## config.mk

```make
export PLATFORM = sky130hd
export DESIGN_NAME = mips_muldiv_unit
export DESIGN_NICKNAME = d
export VERILOG_FILES = /design/src/rtl/mips_muldiv_unit.sv
export SDC_FILE = /design/constraint.sdc
export NUM_CORES = 1
export LEC_CHECK = 0
export BUFFER_PORTS_ARGS = -buffer_cell sky130_fd_sc_hd__buf_2
export CORE_ASPECT_RATIO = 0.75
export CORE_MARGIN = 2
export CORE_UTILIZATION = 45
export DETAILED_ROUTE_END_ITERATION = 16
export PLACE_DENSITY = 0.69
export SETUP_SLACK_MARGIN = 0.3
export SLEW_MARGIN = 0
export SYNTH_ARGS = -nofsm -noshare
export SYNTH_HDL_FRONTEND = slang
export SYNTH_SLANG_ARGS = --single-unit
```

## constraint.sdc

```tcl
create_clock -name clk -period 3.7 [get_ports clk]
set_clock_uncertainty 0.1 [all_clocks]
set_input_delay 0.185 -clock clk [delete_from_list [all_inputs] [get_ports clk]]
set_output_delay 0.185 -clock clk [all_outputs]
set_load 0.01 [all_outputs]
```

## src/rtl/mips_muldiv_unit.sv

```systemverilog
// Iterative multiply/divide unit holding the architectural HI/LO registers.
// Shift-add multiply, restoring divide, sign fixup in a final cycle.
module mips_muldiv_unit #(
  parameter int WIDTH = 32
) (
  input  logic             clk,
  input  logic             rst_n,
  input  logic             start,
  input  logic [2:0]       op,
  input  logic [WIDTH-1:0] a,
  input  logic [WIDTH-1:0] b,
  output logic [WIDTH-1:0] hi,
  output logic [WIDTH-1:0] lo,
  output logic             busy,
  output logic             done,
  output logic             dz,
  output logic             ovf,
  output logic             err
);

  localparam int CW = $clog2(WIDTH) + 1;

  localparam logic [2:0] OP_MULT  = 3'd0;
  localparam logic [2:0] OP_MULTU = 3'd1;
  localparam logic [2:0] OP_DIV   = 3'd2;
  localparam logic [2:0] OP_DIVU  = 3'd3;
  localparam logic [2:0] OP_MTHI  = 3'd4;
  localparam logic [2:0] OP_MTLO  = 3'd5;

  localparam logic [WIDTH-1:0] MOST_NEG = {1'b1, {(WIDTH-1){1'b0}}};

  typedef enum logic [1:0] {S_IDLE, S_CALC, S_FIX} state_t;

  state_t             state_q, state_d;
  logic [CW-1:0]      cnt_q, cnt_d;
  logic [2*WIDTH-1:0] acc_q, acc_d;
  logic [WIDTH-1:0]   opnd_q, opnd_d;
  logic [WIDTH-1:0]   a_raw_q, a_raw_d;
  logic               is_div_q, is_div_d;
  logic               neg_q, neg_d;
  logic               rneg_q, rneg_d;
  logic               zdiv_q, zdiv_d;
  logic               ovf_pend_q, ovf_pend_d;
  logic [WIDTH-1:0]   hi_q, hi_d, lo_q, lo_d;
  logic               busy_q, busy_d, done_q, done_d;
  logic               dz_q, dz_d, ovf_q, ovf_d, err_q, err_d;

  logic               signed_op;
  logic [WIDTH-1:0]   abs_a, abs_b, ma, mb;
  logic [WIDTH:0]     mul_sum, div_shift, div_diff;
  logic               div_ge;
  logic [2*WIDTH-1:0] mul_next, div_next, prod;
  logic [WIDTH-1:0]   quo, rem;

  always_comb begin
    signed_op = (op == OP_MULT) || (op == OP_DIV);
    abs_a     = a[WIDTH-1] ? -a : a;
    abs_b     = b[WIDTH-1] ? -b : b;
    ma        = signed_op ? abs_a : a;
    mb        = signed_op ? abs_b : b;

    // Multiply: low half holds the multiplier, upper half accumulates.
    mul_sum   = {1'b0, acc_q[2*WIDTH-1:WIDTH]} + (acc_q[0] ? {1'b0, opnd_q} : '0);
    mul_next  = {mul_sum, acc_q[WIDTH-1:1]};

    // Divide: upper half is the partial remainder, low half shifts quotient bits in.
    div_shift = {acc_q[2*WIDTH-1:WIDTH], acc_q[WIDTH-1]};
    div_diff  = div_shift - {1'b0, opnd_q};
    div_ge    = div_shift >= {1'b0, opnd_q};
    div_next  = div_ge ? {div_diff[WIDTH-1:0], acc_q[WIDTH-2:0], 1'b1}
                       : {div_shift[WIDTH-1:0], acc_q[WIDTH-2:0], 1'b0};

    prod      = neg_q ? -acc_q : acc_q;
    quo       = neg_q ? -acc_q[WIDTH-1:0] : acc_q[WIDTH-1:0];
    rem       = rneg_q ? -acc_q[2*WIDTH-1:WIDTH] : acc_q[2*WIDTH-1:WIDTH];
  end

  always_comb begin
    state_d    = state_q;
    cnt_d      = cnt_q;
    acc_d      = acc_q;
    opnd_d     = opnd_q;
    a_raw_d    = a_raw_q;
    is_div_d   = is_div_q;
    neg_d      = neg_q;
    rneg_d     = rneg_q;
    zdiv_d     = zdiv_q;
    ovf_pend_d = ovf_pend_q;
    hi_d       = hi_q;
    lo_d       = lo_q;
    busy_d     = busy_q;
    done_d     = 1'b0;
    dz_d       = dz_q;
    ovf_d      = ovf_q;
    err_d      = 1'b0;

    case (state_q)
      S_IDLE: begin
        if (start) begin
          case (op)
            OP_MULT, OP_MULTU, OP_DIV, OP_DIVU: begin
              is_div_d   = op[1];
              acc_d      = op[1] ? {{WIDTH{1'b0}}, ma} : {{WIDTH{1'b0}}, mb};
              opnd_d     = op[1] ? mb : ma;
              a_raw_d    = a;
              neg_d      = signed_op & (a[WIDTH-1] ^ b[WIDTH-1]);
              rneg_d     = signed_op & a[WIDTH-1];
              zdiv_d     = (b == '0);
              ovf_pend_d = (op == OP_DIV) && (a == MOST_NEG) && (b == '1);
              cnt_d      = CW'(WIDTH);
              busy_d     = 1'b1;
              dz_d       = 1'b0;
              ovf_d      = 1'b0;
              state_d    = S_CALC;
            end
            OP_MTHI: hi_d  = a;
            OP_MTLO: lo_d  = a;
            default: err_d = 1'b1;
          endcase
        end
      end
      S_CALC: begin
        err_d = start;
        acc_d = is_div_q ? div_next : mul_next;
        cnt_d = cnt_q - CW'(1);
        if (cnt_q == CW'(1)) state_d = S_FIX;
      end
      S_FIX: begin
        err_d = start;
        if (!is_div_q) begin
          hi_d = prod[2*WIDTH-1:WIDTH];
          lo_d = prod[WIDTH-1:0];
        end else if (zdiv_q) begin
          hi_d = a_raw_q;
          lo_d = '1;
        end else begin
          hi_d = rem;
          lo_d = quo;
        end
        dz_d    = is_div_q & zdiv_q;
        ovf_d   = is_div_q & ovf_pend_q;
        done_d  = 1'b1;
        busy_d  = 1'b0;
        state_d = S_IDLE;
      end
      default: state_d = S_IDLE;
    endcase
  end

  always_ff @(posedge clk or negedge rst_n) begin
    if (!rst_n) begin
      state_q    <= S_IDLE;
      cnt_q      <= '0;
      acc_q      <= '0;
      opnd_q     <= '0;
      a_raw_q    <= '0;
      is_div_q   <= 1'b0;
      neg_q      <= 1'b0;
      rneg_q     <= 1'b0;
      zdiv_q     <= 1'b0;
      ovf_pend_q <= 1'b0;
      hi_q       <= '0;
      lo_q       <= '0;
      busy_q     <= 1'b0;
      done_q     <= 1'b0;
      dz_q       <= 1'b0;
      ovf_q      <= 1'b0;
      err_q      <= 1'b0;
    end else begin
      state_q    <= state_d;
      cnt_q      <= cnt_d;
      acc_q      <= acc_d;
      opnd_q     <= opnd_d;
      a_raw_q    <= a_raw_d;
      is_div_q   <= is_div_d;
      neg_q      <= neg_d;
      rneg_q     <= rneg_d;
      zdiv_q     <= zdiv_d;
      ovf_pend_q <= ovf_pend_d;
      hi_q       <= hi_d;
      lo_q       <= lo_d;
      busy_q     <= busy_d;
      done_q     <= done_d;
      dz_q       <= dz_d;
      ovf_q      <= ovf_d;
      err_q      <= err_d;
    end
  end

  assign hi   = hi_q;
  assign lo   = lo_q;
  assign busy = busy_q;
  assign done = done_q;
  assign dz   = dz_q;
  assign ovf  = ovf_q;
  assign err  = err_q;

endmodule

```

# Word level (Yosys, flattened, before mapping)

Index checks and enable logic that the tools add are counted.

Input bits: 70
Register bits after elaboration: 210
Word-level logic and storage cells: 106
Output and inout port bits: 69

$lt $le $gt $ge: 1
Mux-type cells: 43
Reduce and logical (&&, ||, !) cells: 17
Add/subtract/negate cells: 8
Bitwise logic cells: 5
Equality and inequality tests: 15

Operator list:

| cell                   | count |
|---|---|
| $mux W32               | 17 |
| $mux W64               | 5 |
| $neg A32 Y32           | 4 |
| $pmux W32 S2           | 2 |
| $pmux W64 S2           | 1 |
| $eq A32 B32 Y1 const B | 2 |
| $neg A64 Y64           | 1 |
| $add A32 B32 Y33       | 1 |
| $ge A33 B32 Y1         | 1 |
| $logic_not A32 Y1      | 1 |
| $sub A32 B32 Y32       | 1 |
| $reduce_and A3 Y1      | 6 |
| $mux W6                | 2 |
| $pmux W6 S2            | 1 |
| $pmux W1 S2            | 4 |
| $mux W1                | 7 |
| $eq A3 B2 Y1 const B   | 2 |
| $eq A3 B3 Y1 const B   | 2 |
| $eq A6 B1 Y1 const B   | 1 |
| $mux W2                | 3 |
| $ne A2 B1 Y1 const B   | 3 |
| $reduce_or A6 Y1       | 1 |
| $sub A6 B1 Y6 const B  | 1 |
| $and A1 B1 Y1          | 4 |
| 13 further kinds       | 16 |

# Depth between registers and ports, before layout

Depth in word-level cells: 7
Depth in mapped cells: 15
Mapped depth without buffers: 14

# Least setup slack after synthesis

Ideal clock, no wire load.

Path kind: register -> register
Start: reg acc_q[33]
End: reg hi_q[24] (netlist: hi[24])
Slack: 192 ps
Required time: 3467 ps
Path buffers: 1
Stages on the path, launching flop included: 13
Period minus slack after synthesis: 3508 ps
Library setup time: 133 ps
Arrival time: 3275 ps
Path through: dfrtp_1 inv_1 ha_1 or3b_1 or4_4 buf_6 nor4_4 nand2_2 or4b_4 a221oi_2 a21oi_1 a2111oi_2 nor3_2

Cells in the longest elaborated chain, start to end: 5
Elaborated cells between the ends (all ways): 7
Those cells by class: add/sub (2); mux (5)

RTL lines:

| what                   | RTL line | text |
|---|---|---|
| start, declared        | 36       | `logic [2*WIDTH-1:0] acc_q, acc_d;` |
| start signal, assigned | 154      | `acc_q <= '0;` |
| start signal, assigned | 172      | `acc_q <= acc_d;` |
| $neg A32 Y32           | 75       | `rem = rneg_q ? -acc_q[2*WIDTH-1:WIDTH] : acc_q[2*WIDTH-1:WIDTH];` |
| $mux W32               | 75       |  |
| $mux W32               | 133      | `end else if (zdiv_q) begin` |
| $mux W32 (*)           | 130      | `if (!is_div_q) begin` |
| $pmux W32 S2 (*)       | 97       | `case (state_q)` |
| end signal, assigned   | 180      | `hi_q <= hi_d;` |
| end, declared          | 44       | `logic [WIDTH-1:0] hi_q, hi_d, lo_q, lo_d;` |

Mark *: on every way between the ends. The rest lies on a longest branch, timed or not.
A chain may end at the register's enable or synchronous reset.

# Worst setup path after layout

Start: reg acc_q[32]
End: reg hi_q[24] (netlist: hi[24])

The elaborated chain is that of the path after synthesis.

==> impl_results.md <==
* Area contributors post-synth: dfrtp_1 (30%), nand2_1 (7.2%), xnor2_1 (6.4%)
* Synth Register Bits at 210
* Hold crit path type: input pin to flip-flop
* # H-tree levels at 1
* RePlAce Congestion at 1.01
* CP Launch Type: flip-flop
* Reg2Reg Capture Point: hi[24]
* Synth top cells by count: nand2_1 (332), a21oi_1 (214), nor2_1 (214)
* Wire length per cell at 23.4 µm
* Via Count at 18721
* Clock slew seen by the registers of the worst setup and hold paths at 0.07 ns
* CTS sink count at 210
* Grt ovf at 0
* LEAKAGE at 9.13 nW
* Final Hold Vio Count at 0
* Max Clock Freq at 300 MHz
* Placed cell count at 2884
* Vias in the first global route at 17024
* Worst slew pin tran at 1.09 ns
* Std-Cell Rows at 62
* Fin nets at 2606
* Post-synth ARST share at 100%
* Most used DFF post-synth: dfrtp_1
* Post-synthesis cell count at 2270
* Die X at 231 µm
* Crit path to: hi[24]
* Total Neg Setup Slack at 0 ns
* Post-synthesis sequential area ratio at 30.3%
* Synthesized cell area at 17300 µm²
* Detailed Route WL at 69.8 mm
* Mapped Nets at 2417
* WHS at 0.0370 ns
* Number of enable flip-flop cells after synthesis at 0
* Post-DP HPWL at 52.1 mm
* Vias per std cell at 6.26
* Setup violations, final at 0
* CP Max Fanout at 4
* Synth top area share at 30.3%
* Post-synth cell types at 75
* Largest net degree at the start of global routing at 121
* DIE HEIGHT at 174 µm
* DRT Pass-1 Iters at 6
* Crit path from: acc_q[32]
* Status: completed
* Residual DRC at 0
* Share of layout cells above drive strength 1 at 18.3%
* GRT Total Usage at 33.7%
* Most common cell in the netlist: nand2_1
* PD cells at 823 nW/µm²
* CTS Buffer Depth at 3
* Reg2reg start: acc_q[32]
* DRT iter0 DRCs at 2501
* Die Area at 40100 µm²
* Clk_lat worst skew at 0.57 ns
* Setup crit end kind: flip-flop
* Reg2reg path depth at 11
* Critical Path RT at 4.05 ns
* Root Driver: clkbuf_16
* Crit path arrival time at 3.68 ns
* Setup CP Type: flip-flop to flip-flop
* Worst vdd ir at 0.454 mV
* TritonCTS clock tree: yes
* CTS buffer count at 25
* Post-route cell area at 20900 µm²
* Leading area contributor after synthesis: dfrtp_1
* Starting Density at 45.5%
* Max_cap viols at 0
* Yosys warning count at 0
* Core box area at 38100 µm²
* Antenna violations before repair at 2
* Post-route core utilization at 54.9%
* Minimum clock period at 3.33 ns
* Num ports at 139
* DP Area at 19100 µm²
* RSZ-0062 raised after global routing: yes
* Area Overhead vs Synth at 20.8%
* Final slew viol count at 0
* ANT cells at 0
* Final Cycle Share at 90.0%
* Final ANT Viol Nets at 0
* Reg2reg setup slack at 0.37 ns
* I/O Buffers at 138
* First-pass GRT wire length at 104 mm
* Post-Syn Area per Cell at 7.63 µm²
* Hold Startpoint: b[8]
* Final std cells w/o fill at 2989
* Relative slew slack at 27.2%
kinds of logic after synthesis:
family | count (synthesis) | share of synthesized area (%)
flip-flops | 210 | 30.3
buffers and inverters | 228 | 5.09
XOR/XNOR | 177 | 8.95
adder cells (fa/ha/maj) | 77 | 5.65
AND/OR/NAND/NOR | 800 | 21.1
multiplexers | 65 | 3.95
AO/OA/AOI/OAI | 713 | 24.9
state kept, by name (all words and copies together), names as in the netlist, 2 cells and up:
register  count
opnd_q       32
hi           32
acc_q        64
lo           32
a_raw_q      32
cnt_q         6
state_q       2
worst min-delay path by stage:
stage	endpoint	slack [ns]	cells after the start
after global routing	opnd_q[0]	0.02	3
after floorplan	a_raw_q[0]	-0.21	0
after CTS	opnd_q[0]	0.004	3
final	opnd_q[8]	0.04	4
after global placement	hi[31]	0.11	1
after detailed placement	hi[31]	0.12	1
timing repair:
action | CTS | global route
pin swaps | 4 | 33
cloned | 1 | 0
resized for setup | 26 | 79
endpoints found under the setup margin | 39 | 41
hold buffers | 38 | 0
hold endpoints to repair | 136 | 0
buffers inserted | 4 | 17
layout by cell type (no fill, tap or decap), types with 11 or more instances in the layout:
master and n:
buf_4 137, nand2_1 330, or3_1 19, mux2_2 26, o22ai_1 42, nand3_1 23
xnor2_1 125, a22oi_1 18, nand4_1 20, o41ai_1 12, nor4_1 15, ha_1 65
dlygate4sd3_1 38, and3_1 21, dfrtp_1 198, o211ai_1 22, nor2_1 211, inv_1 63
dfrtp_2 12, nor3_1 36, nand2b_1 24, o21a_1 11, a21oi_1 200, a31oi_1 19
buf_2 136, o21ai_0 194, mux2i_1 39, o21ai_1 18, o221ai_1 14, a21o_1 35
a211oi_1 31, o31ai_1 27, nor2b_1 15, xor2_1 50, clkbuf_16 25, or4_1 14
power by group:
group,leakage (nW),internal [mW],total [mW],switching [mW]
clock network,0.395,1.43,2.54,1.11
registers,2.58,3.28,4.26,0.975
logic,6.16,4.20,10.4,6.21
worst max-delay path: stages, from the launching register on:
cell       delay, ns
dfrtp_2         0.44
inv_2           0.09
ha_4            0.16
or3b_4          0.39
or4_4           0.53
nor4_4          0.17
nand2_2         0.09
or4b_4          0.58
a221oi_4        0.25
a21oi_2         0.07
a2111oi_4       0.29
nor3_2          0.08
per-stage QoR:
stage,setup slack [ns],power (mW)
finish,0.370,17.2
global route,0.239,18.2
CTS,0.305,16.5
detailed placement,-0.0774,13.8
global placement,0.124,13.6
floorplan,0.332,10.4
layer usage:
| metal | wire (µm) | vias to the layer above | track usage (%) |
|---|---|---|---|
| met3 | 9360 | 126 | 10.6 |
| met4 | 1920 | 2 | 9.09 |
| met5 | 59 | - | 1.08 |
| li1 | - | 8470 | - |
| met1 | 30100 | 8908 | 49.7 |
| met2 | 28400 | 1215 | 46.8 |
area by class of cell:
| type | instances | area (µm²) |
|---|---|---|
| Fill cell | 3508 | 17200 |
| Multi-Input combinational cell | 1832 | 11600 |
| Sequential cell | 210 | 5270 |
| Timing Repair Buffer | 322 | 2290 |
| Clock buffer | 33 | 676 |
| Tap cell | 512 | 641 |
| Inverter | 68 | 263 |
| Clock inverter | 12 | 128 |
No activity file was read; power rests on OpenSTA's default activity.
